`src/rtl/dm_arbiter_pkg.sv`:
```
// Shared encodings for the data-memory arbiter: dm op codes, sequencer states, sizing helper.
package dm_arbiter_pkg;

  localparam int unsigned DM_DW  = 32;
  localparam int unsigned DM_OPW = 3;

  localparam logic [DM_OPW-1:0] DM_OP_WD = 3'd0;
  localparam logic [DM_OPW-1:0] DM_OP_BS = 3'd1;
  localparam logic [DM_OPW-1:0] DM_OP_BZ = 3'd2;
  localparam logic [DM_OPW-1:0] DM_OP_HS = 3'd3;
  localparam logic [DM_OPW-1:0] DM_OP_HZ = 3'd4;
  localparam logic [DM_OPW-1:0] DM_OP_SB = 3'd5;
  localparam logic [DM_OPW-1:0] DM_OP_SH = 3'd6;

  typedef enum logic {
    DMA_S_IDLE  = 1'b0,
    DMA_S_ISSUE = 1'b1
  } dma_state_t;

  // Width of the m1 starvation counter; it only ever needs to reach smax-1.
  function automatic int unsigned starve_cw(input int unsigned smax);
    return (smax > 1) ? $clog2(smax) : 1;
  endfunction

endpackage

```
`src/rtl/dm_arbiter_arb2_pick.sv`:
```
// Two-way winner pick (0 cycles, combinational) with last-winner and m1 starvation state.
// Losers get no feedback other than a missing win; state moves only when advance is high.
module dm_arbiter_arb2_pick
  import dm_arbiter_pkg::*;
#(
  parameter int unsigned RR_EN      = 1,
  parameter int unsigned STARVE_MAX = 8
) (
  input  logic i_clk,
  input  logic i_rst_n,
  input  logic i_req0,
  input  logic i_req1,
  input  logic i_advance,
  output logic o_win0,
  output logic o_win1
);

  localparam int unsigned   CW      = starve_cw(STARVE_MAX);
  localparam logic [CW-1:0] CNT_LIM = CW'(STARVE_MAX - 1);

  logic          r_last1;
  logic [CW-1:0] r_starve;
  logic          w_tie_m1;

  // Tie-break: round-robin alternates, fixed priority only yields to m1 once it has starved.
  always_comb begin
    w_tie_m1 = 1'b0;
    if (RR_EN != 0) begin
      w_tie_m1 = ~r_last1;
    end else begin
      w_tie_m1 = (r_starve == CNT_LIM);
    end
  end

  assign o_win1 = i_req1 & (~i_req0 | w_tie_m1);
  assign o_win0 = i_req0 & ~o_win1;

  always_ff @(posedge i_clk or negedge i_rst_n) begin
    if (!i_rst_n) begin
      r_last1  <= 1'b1;
      r_starve <= '0;
    end else if (i_advance && (o_win0 || o_win1)) begin
      r_last1 <= o_win1;
      if (o_win1) begin
        r_starve <= '0;
      end else if (i_req1 && (r_starve != CNT_LIM)) begin
        r_starve <= r_starve + 1'b1;
      end
    end
  end

endmodule

```
`src/rtl/dm_arbiter.sv`:
```
// Arbitrates LSU (m0) and debug master (m1) onto single-port dm: gnt same cycle, dm access +1, rvalid +2.
// No queueing: a losing requester simply keeps req high until its gnt pulse.
module dm_arbiter
  import dm_arbiter_pkg::*;
#(
  parameter int unsigned RR_EN      = 1,
  parameter int unsigned STARVE_MAX = 8,
  parameter int unsigned AW         = 32
) (
  input  logic              i_clk,
  input  logic              i_rst_n,
  input  logic              i_m0_req,
  input  logic              i_m0_we,
  input  logic [AW-1:0]     i_m0_addr,
  input  logic [DM_DW-1:0]  i_m0_wdata,
  input  logic [DM_OPW-1:0] i_m0_op,
  output logic              o_m0_gnt,
  output logic              o_m0_rvalid,
  output logic [DM_DW-1:0]  o_m0_rdata,
  input  logic              i_m1_req,
  input  logic              i_m1_we,
  input  logic [AW-1:0]     i_m1_addr,
  input  logic [DM_DW-1:0]  i_m1_wdata,
  input  logic [DM_OPW-1:0] i_m1_op,
  output logic              o_m1_gnt,
  output logic              o_m1_rvalid,
  output logic [DM_DW-1:0]  o_m1_rdata,
  output logic              o_dm_w,
  output logic              o_dm_r,
  output logic [AW-1:0]     o_dm_addr,
  output logic [DM_DW-1:0]  o_dm_wdata,
  output logic [DM_OPW-1:0] o_dm_op,
  input  logic [DM_DW-1:0]  i_dm_rdata
);

  typedef struct packed {
    logic              port;
    logic              we;
    logic [AW-1:0]     addr;
    logic [DM_DW-1:0]  wdata;
    logic [DM_OPW-1:0] op;
  } acc_t;

  dma_state_t       r_state;
  dma_state_t       w_state_nxt;
  acc_t             r_acc;
  acc_t             w_acc_sel;
  logic             w_pick0;
  logic             w_pick1;
  logic             w_win0;
  logic             w_win1;
  logic             w_any_gnt;
  logic             w_issue_rd;
  logic             r_m0_rvalid;
  logic             r_m1_rvalid;
  logic [DM_DW-1:0] r_m0_rdata;
  logic [DM_DW-1:0] r_m1_rdata;

  dm_arbiter_arb2_pick #(
    .RR_EN      (RR_EN),
    .STARVE_MAX (STARVE_MAX)
  ) u_pick (
    .i_clk     (i_clk),
    .i_rst_n   (i_rst_n),
    .i_req0    (i_m0_req),
    .i_req1    (i_m1_req),
    .i_advance (i_rst_n),
    .o_win0    (w_pick0),
    .o_win1    (w_pick1)
  );

  // Grants are combinational from req, so mask them while reset is held.
  assign w_win0    = w_pick0 & i_rst_n;
  assign w_win1    = w_pick1 & i_rst_n;
  assign w_any_gnt = w_win0 | w_win1;

  assign w_acc_sel = w_win1 ? '{port: 1'b1, we: i_m1_we, addr: i_m1_addr, wdata: i_m1_wdata, op: i_m1_op}
                            : '{port: 1'b0, we: i_m0_we, addr: i_m0_addr, wdata: i_m0_wdata, op: i_m0_op};

  always_ff @(posedge i_clk or negedge i_rst_n) begin
    if (!i_rst_n) begin
      r_state <= DMA_S_IDLE;
    end else begin
      r_state <= w_state_nxt;
    end
  end

  always_comb begin
    w_state_nxt = r_state;
    o_dm_w      = 1'b0;
    o_dm_r      = 1'b0;
    o_m0_gnt    = w_win0;
    o_m1_gnt    = w_win1;
    case (r_state)
      DMA_S_IDLE: begin
        if (w_any_gnt) w_state_nxt = DMA_S_ISSUE;
      end
      DMA_S_ISSUE: begin
        o_dm_w = r_acc.we;
        o_dm_r = ~r_acc.we;
        if (!w_any_gnt) w_state_nxt = DMA_S_IDLE;
      end
      default: w_state_nxt = DMA_S_IDLE;
    endcase
  end

  // The latch doubles as the dm bus driver, so the bus holds its last value between accesses.
  always_ff @(posedge i_clk or negedge i_rst_n) begin
    if (!i_rst_n) begin
      r_acc <= '0;
    end else if (w_any_gnt) begin
      r_acc <= w_acc_sel;
    end
  end

  assign o_dm_addr  = r_acc.addr;
  assign o_dm_wdata = r_acc.wdata;
  assign o_dm_op    = r_acc.op;

  assign w_issue_rd = o_dm_r;

  always_ff @(posedge i_clk or negedge i_rst_n) begin
    if (!i_rst_n) begin
      r_m0_rvalid <= 1'b0;
      r_m1_rvalid <= 1'b0;
      r_m0_rdata  <= '0;
      r_m1_rdata  <= '0;
    end else begin
      r_m0_rvalid <= w_issue_rd & ~r_acc.port;
      r_m1_rvalid <= w_issue_rd & r_acc.port;
      if (w_issue_rd && !r_acc.port) r_m0_rdata <= i_dm_rdata;
      if (w_issue_rd && r_acc.port)  r_m1_rdata <= i_dm_rdata;
    end
  end

  assign o_m0_rvalid = r_m0_rvalid;
  assign o_m1_rvalid = r_m1_rvalid;
  assign o_m0_rdata  = r_m0_rdata;
  assign o_m1_rdata  = r_m1_rdata;

endmodule

```
`config.mk`:
```
export PLATFORM = sky130hd
export DESIGN_NAME = dm_arbiter
export DESIGN_NICKNAME = d
export VERILOG_FILES = /design/src/rtl/dm_arbiter_pkg.sv /design/src/rtl/dm_arbiter_arb2_pick.sv /design/src/rtl/dm_arbiter.sv
export SDC_FILE = /design/constraint.sdc
export NUM_CORES = 1
export LEC_CHECK = 0
export ABC_AREA = 1
export BUFFER_PORTS_ARGS = -buffer_cell sky130_fd_sc_hd__buf_2
export CAP_MARGIN = 20
export CORE_ASPECT_RATIO = 0.9
export CORE_MARGIN = 3
export CORE_UTILIZATION = 49
export DETAILED_ROUTE_END_ITERATION = 10
export GPL_ROUTABILITY_DRIVEN = 0
export PLACE_DENSITY = 0.82
export SYNTH_ARGS = -nofsm -noshare
export SYNTH_HDL_FRONTEND = slang
export SYNTH_SLANG_ARGS = --single-unit
```
`constraint.sdc`:
```
create_clock -name i_clk -period 1.4 [get_ports i_clk]
set_input_delay 0.07 -clock i_clk [delete_from_list [all_inputs] [get_ports i_clk]]
set_output_delay 0.07 -clock i_clk [all_outputs]
set_load 0.005 [all_outputs]
```
# Yosys cells after proc, flatten, opt, wreduce, memory -nomap -nowiden
# Index checks and enable logic that the tools add are counted.
# W data, S select, Z words.
# word_totals
elab_cells	33
reg_bits	137
# op_classes
bitwise_logic	13
reduce_logical	5
mux	4
# ops
operator	n
$mux W69	1
$and A1 B1 Y1	6
$not A1 Y1	5
$logic_and A1 B1 Y1	3
$mux W1	3
$or A1 B1 Y1	2
$logic_not A1 Y1	1
$logic_or A1 B1 Y1	1

# Longest topological paths before layout
# depth
word_depth	8
ltp_mapped	8
ltp_nobuf	6

# Modules after synthesis
# From an unflattened synthesis, not the netlist that was laid out.
# hier_totals
cells_unflattened	887
area_unflattened_um2	6857.8
# modules_own_cells
module	area_per_inst_um2	seq_area_each_um2	instances	cells_each
dm_arbiter	6791.5	3403.3	1	879
dm_arbiter_arb2_pick	66.3	26.3	1	8

# Worst setup path before layout
# OpenSTA, ideal clock, no wires.
# synth_timing
path_type	flip-flop to flip-flop
start	register u_pick.r_last1
end	register r_acc, in the netlist o_dm_addr[0]
path_stages_with_launch	7
arrival_time_ns	1.156
setup_slack_ns	0.128
t_required_ns	1.283
path_buffers	1
period_less_slack_ns	1.272
path_cell_list	dfstp_2 nand2_2 nand3_2 clkbuf_1 nand2_1 nand2_1 nand2_1
# synth_via
elab_chain_len	7
# synth_lines
item	line_no	text
from (decl)	dm_arbiter_arb2_pick.sv:21	logic r_last1;
from (signal assigned)	dm_arbiter_arb2_pick.sv:43	r_last1 <= o_win1;
$not A1 Y1 *	dm_arbiter_arb2_pick.sv:29	w_tie_m1 = ~r_last1;
$or A1 B1 Y1 *	dm_arbiter_arb2_pick.sv:35	assign o_win1 = i_req1 & (~i_req0 | w_tie_m1);
$and A1 B1 Y1 *	dm_arbiter_arb2_pick.sv:35	
$not A1 Y1	dm_arbiter_arb2_pick.sv:36	assign o_win0 = i_req0 & ~o_win1;
$and A1 B1 Y1	dm_arbiter_arb2_pick.sv:36	
$and A1 B1 Y1	dm_arbiter.sv:73	assign w_win0 = w_pick0 & i_rst_n;
$or A1 B1 Y1	dm_arbiter.sv:75	assign w_any_gnt = w_win0 | w_win1;
to (signal assigned)	dm_arbiter.sv:112	r_acc <= w_acc_sel;
to (decl)	dm_arbiter.sv:46	acc_t r_acc;
# Every way passes the cells marked *; elsewhere a longest branch is shown, timed or not.
# A chain may end at the register's enable or synchronous reset.

# Worst setup path in the final report
# layout_timing
start	register u_pick.r_last1
end	output o_m0_gnt
# layout_via
elab_chain_len	6
# layout_lines
item	line_no	text
$not A1 Y1	dm_arbiter_arb2_pick.sv:29	
$or A1 B1 Y1	dm_arbiter_arb2_pick.sv:35	
$and A1 B1 Y1	dm_arbiter_arb2_pick.sv:35	
$not A1 Y1	dm_arbiter_arb2_pick.sv:36	
$and A1 B1 Y1	dm_arbiter_arb2_pick.sv:36	
$and A1 B1 Y1	dm_arbiter.sv:73	
to (decl)	dm_arbiter.sv:17	output logic o_m0_gnt,
# Every way passes these cells.

==> impl_metrics.yaml <==
run_status:
  status: "finished, violations left"
  violations: "setup timing"
power_and_ir_drop:
  irDropWorstVdd_uv: 828
  p_leak_uw: 0.00671
  p_per_area_nw_per_um2: 1290
  power_uw: 13500
global_route:
  grt.overflow.total: 0
  grt_pass1_vias: 7691
  grt_pass1_wl_microns: 38900
  antenna_found_initial: 1
  grt.total_usage_pct: 29.8
  grt_max_degree: 98
floorplanning:
  die_area_sq_um: 16500
  core_sq_um: 14400
  ios: 309
  rows: 41
  die_h_microns: 122
  initial_core_util_pct: 51.2
  die_w_microns: 135
routing:
  vias: 7721
  viasPerCell: 4.86
  drtPass1Iterations: 6
  drc: 0
  routed_wl_microns: 25000
  drtAntennaViolNets: 0
  drt-initial-drc-count: 706
  wire_per_inst_microns: 15.7
synthesis:
  yosysWarnings: 0
  ys_types: 18
  syn_area_sq_um: 7360
  yosysTopAreaCell: "dfrtp_1"
  syn-num-nets: 1218
  syn_inst: 1046
  ys_ff_latch: 137
  yosysSeqAreaShare_pct: 46.6
  synth_area_per_cell_sq_um: 7.03
  synthTopCellsByArea: "dfrtp_1, nand2_1, inv_1"
  synth_top_area_share_pct: 46.3
finish:
  drive_gt1_share_pct: 27.0
  ff_latch_area_sq_um: 3430
  fillers: 1042
  fin_nets: 1555
  layout.cells.most_common: "nand2_1"
  syn_to_final_growth_pct: 41.6
  final_cell_mix: "nand2_1, buf_2, inv_1"
  multi_input_area_sq_um: 2280
setup_path:
  crit_fanout: 4
  endpoint_kind: "output port"
  cp.required_ps: 1330
  crit_arrival_ps: 1430
  worstSetupStartpointType: "flop"
  worstSetupPathType: "flop to output port"
  reg2reg_slack_ps: -10
timing:
  hold_viol: 0
  setup_viol: 7
  worst_slack_ps: -99.3
  max_freq_mhz: 667
  period_share_pct: 107
  rsz0062_at_grt: "yes"
  drv_slew: 0
  worst_slew_pin_slew_ps: 526
  max_slew_margin_pct: 65.0
  skew_ps: 7.31
  post-route-min-period_ps: 1500
  setup_tns_ps: -198
flow_run:
  cap_violations: 0
place:
  port_buffers: 308
  hpwl_microns: 14200
cts:
  clock_latency_ps: 410
  cts.path.max_buffers: 2
  clock_sinks: 137
  cts_tree: "built"
  cts_root_buf: "clkbuf_16"
  htreeDepth: 4
  cts_inserted_buffers: 17
  path_clk_slew_ps: 60
hold_path:
  hold_class: "primary input to flop"
cell usage after synthesis, drive strengths merged:
library cell and number:
a21oi 1, buf 96, clkbuf 21, dfrtp 136
dfstp 1, inv 243, nand2 413, nand3 69
nor2 1, o21ai 65
critical path, stage by stage, from the launching register on:
cell and delay [ps]:
dfstp_2 560, nand2_4 80, buf_12 130, a21oi_4 110, buf_2 140
worst paths after layout:
| kind | startpoint | end | depth (start not counted) |
|---|---|---|---|
| worst min register to register | o_dm_wdata[18] | o_dm_wdata[18] | 2 |
| worst min-delay path | i_m1_op[0] | o_dm_op[0] | 7 |
| min in group asynchronous | i_rst_n | o_dm_addr[15] | 2 |
| worst max register to register | u_pick.r_last1 | o_dm_op[1] | 8 |
| worst max-delay path | u_pick.r_last1 | o_m0_gnt | 4 |
| max in group asynchronous | i_rst_n | o_m0_rdata[25] | 3 |
power breakdown:
group | total (uW) | switching (uW) | internal [uW]
Clock | 4360 | 1810 | 2560
Combinational | 3640 | 1960 | 1680
Sequential | 5480 | 573 | 4910
metal layers:
layer  track usage, %  wire length [microns]  vias to the layer above  share of wire, %
li1                 -                      -                     3615                 -
met4             14.7                   1080                        0               4.3
met2             51.2                  12300                      474                49
met5                0                      0                        -                 0
met3             8.16                   2350                       88               9.4
met1             34.6                   9230                     3544                37
logic make-up (layout without fill, tap and decap cells):
family                 Yosys count  in the layout  share of synthesized area, %
AOI/OAI and AO/OA               66             66                          4.49
buffers and inverters          360            709                          22.9
DFF                            137            137                          46.6
other                            0              1                             0
and+or+nand+nor                483            483                          26.1
what timing repair did:
item / in CTS / in global routing
pin swaps: 1 / 1
hold buffers: 101 / 0
cloned: 2 / 2
hold endpoints to repair: 268 / 0
setup buffers: 5 / 0
resized for setup: 10 / 12
setup endpoints to repair: 2 / 65
layout make-up:
cell class                 instances  area share (%)
antenna                            1          0.0240
timing repair buffer             435            28.7
sequential                       137            32.9
inverter                         243            8.78
multi-input combinational        549            21.8
clock buffer                      19            4.35
tap                              193            2.32
clock inverter                    12            1.10
stage by stage:
step / hold WS (ps) / instances / utilization, % / area [sq um] / worst slack, ps
5_1_grt: 48.8 / 1589 / 72.6 / 10400 / -139
4_1_cts: 11.0 / 1586 / 71.9 / 10300 / -129
2_1_floorplan: -226 / 1046 / - / 7360 / 128
3_5_place_dp: -101 / 1447 / 60.0 / 8620 / 40.4
3_3_place_gp: -100 / 1447 / 60.0 / 8620 / 109
6_report: 24.1 / 1589 / 72.6 / 10400 / -99.3
registers in the layout, summed over array words and instances (netlist names):
| register | count |
|---|---|
| o_m0_rdata | 32 |
| r_state | 1 |
| u_pick.r_last1 | 1 |
| o_dm_wdata | 32 |
| o_m1_rvalid | 1 |
| o_m0_rvalid | 1 |
| o_m1_rdata | 32 |
| o_dm_addr | 32 |
| o_dm_op | 3 |
| r_acc | 2 |
(Power assumes the default switching activity.)
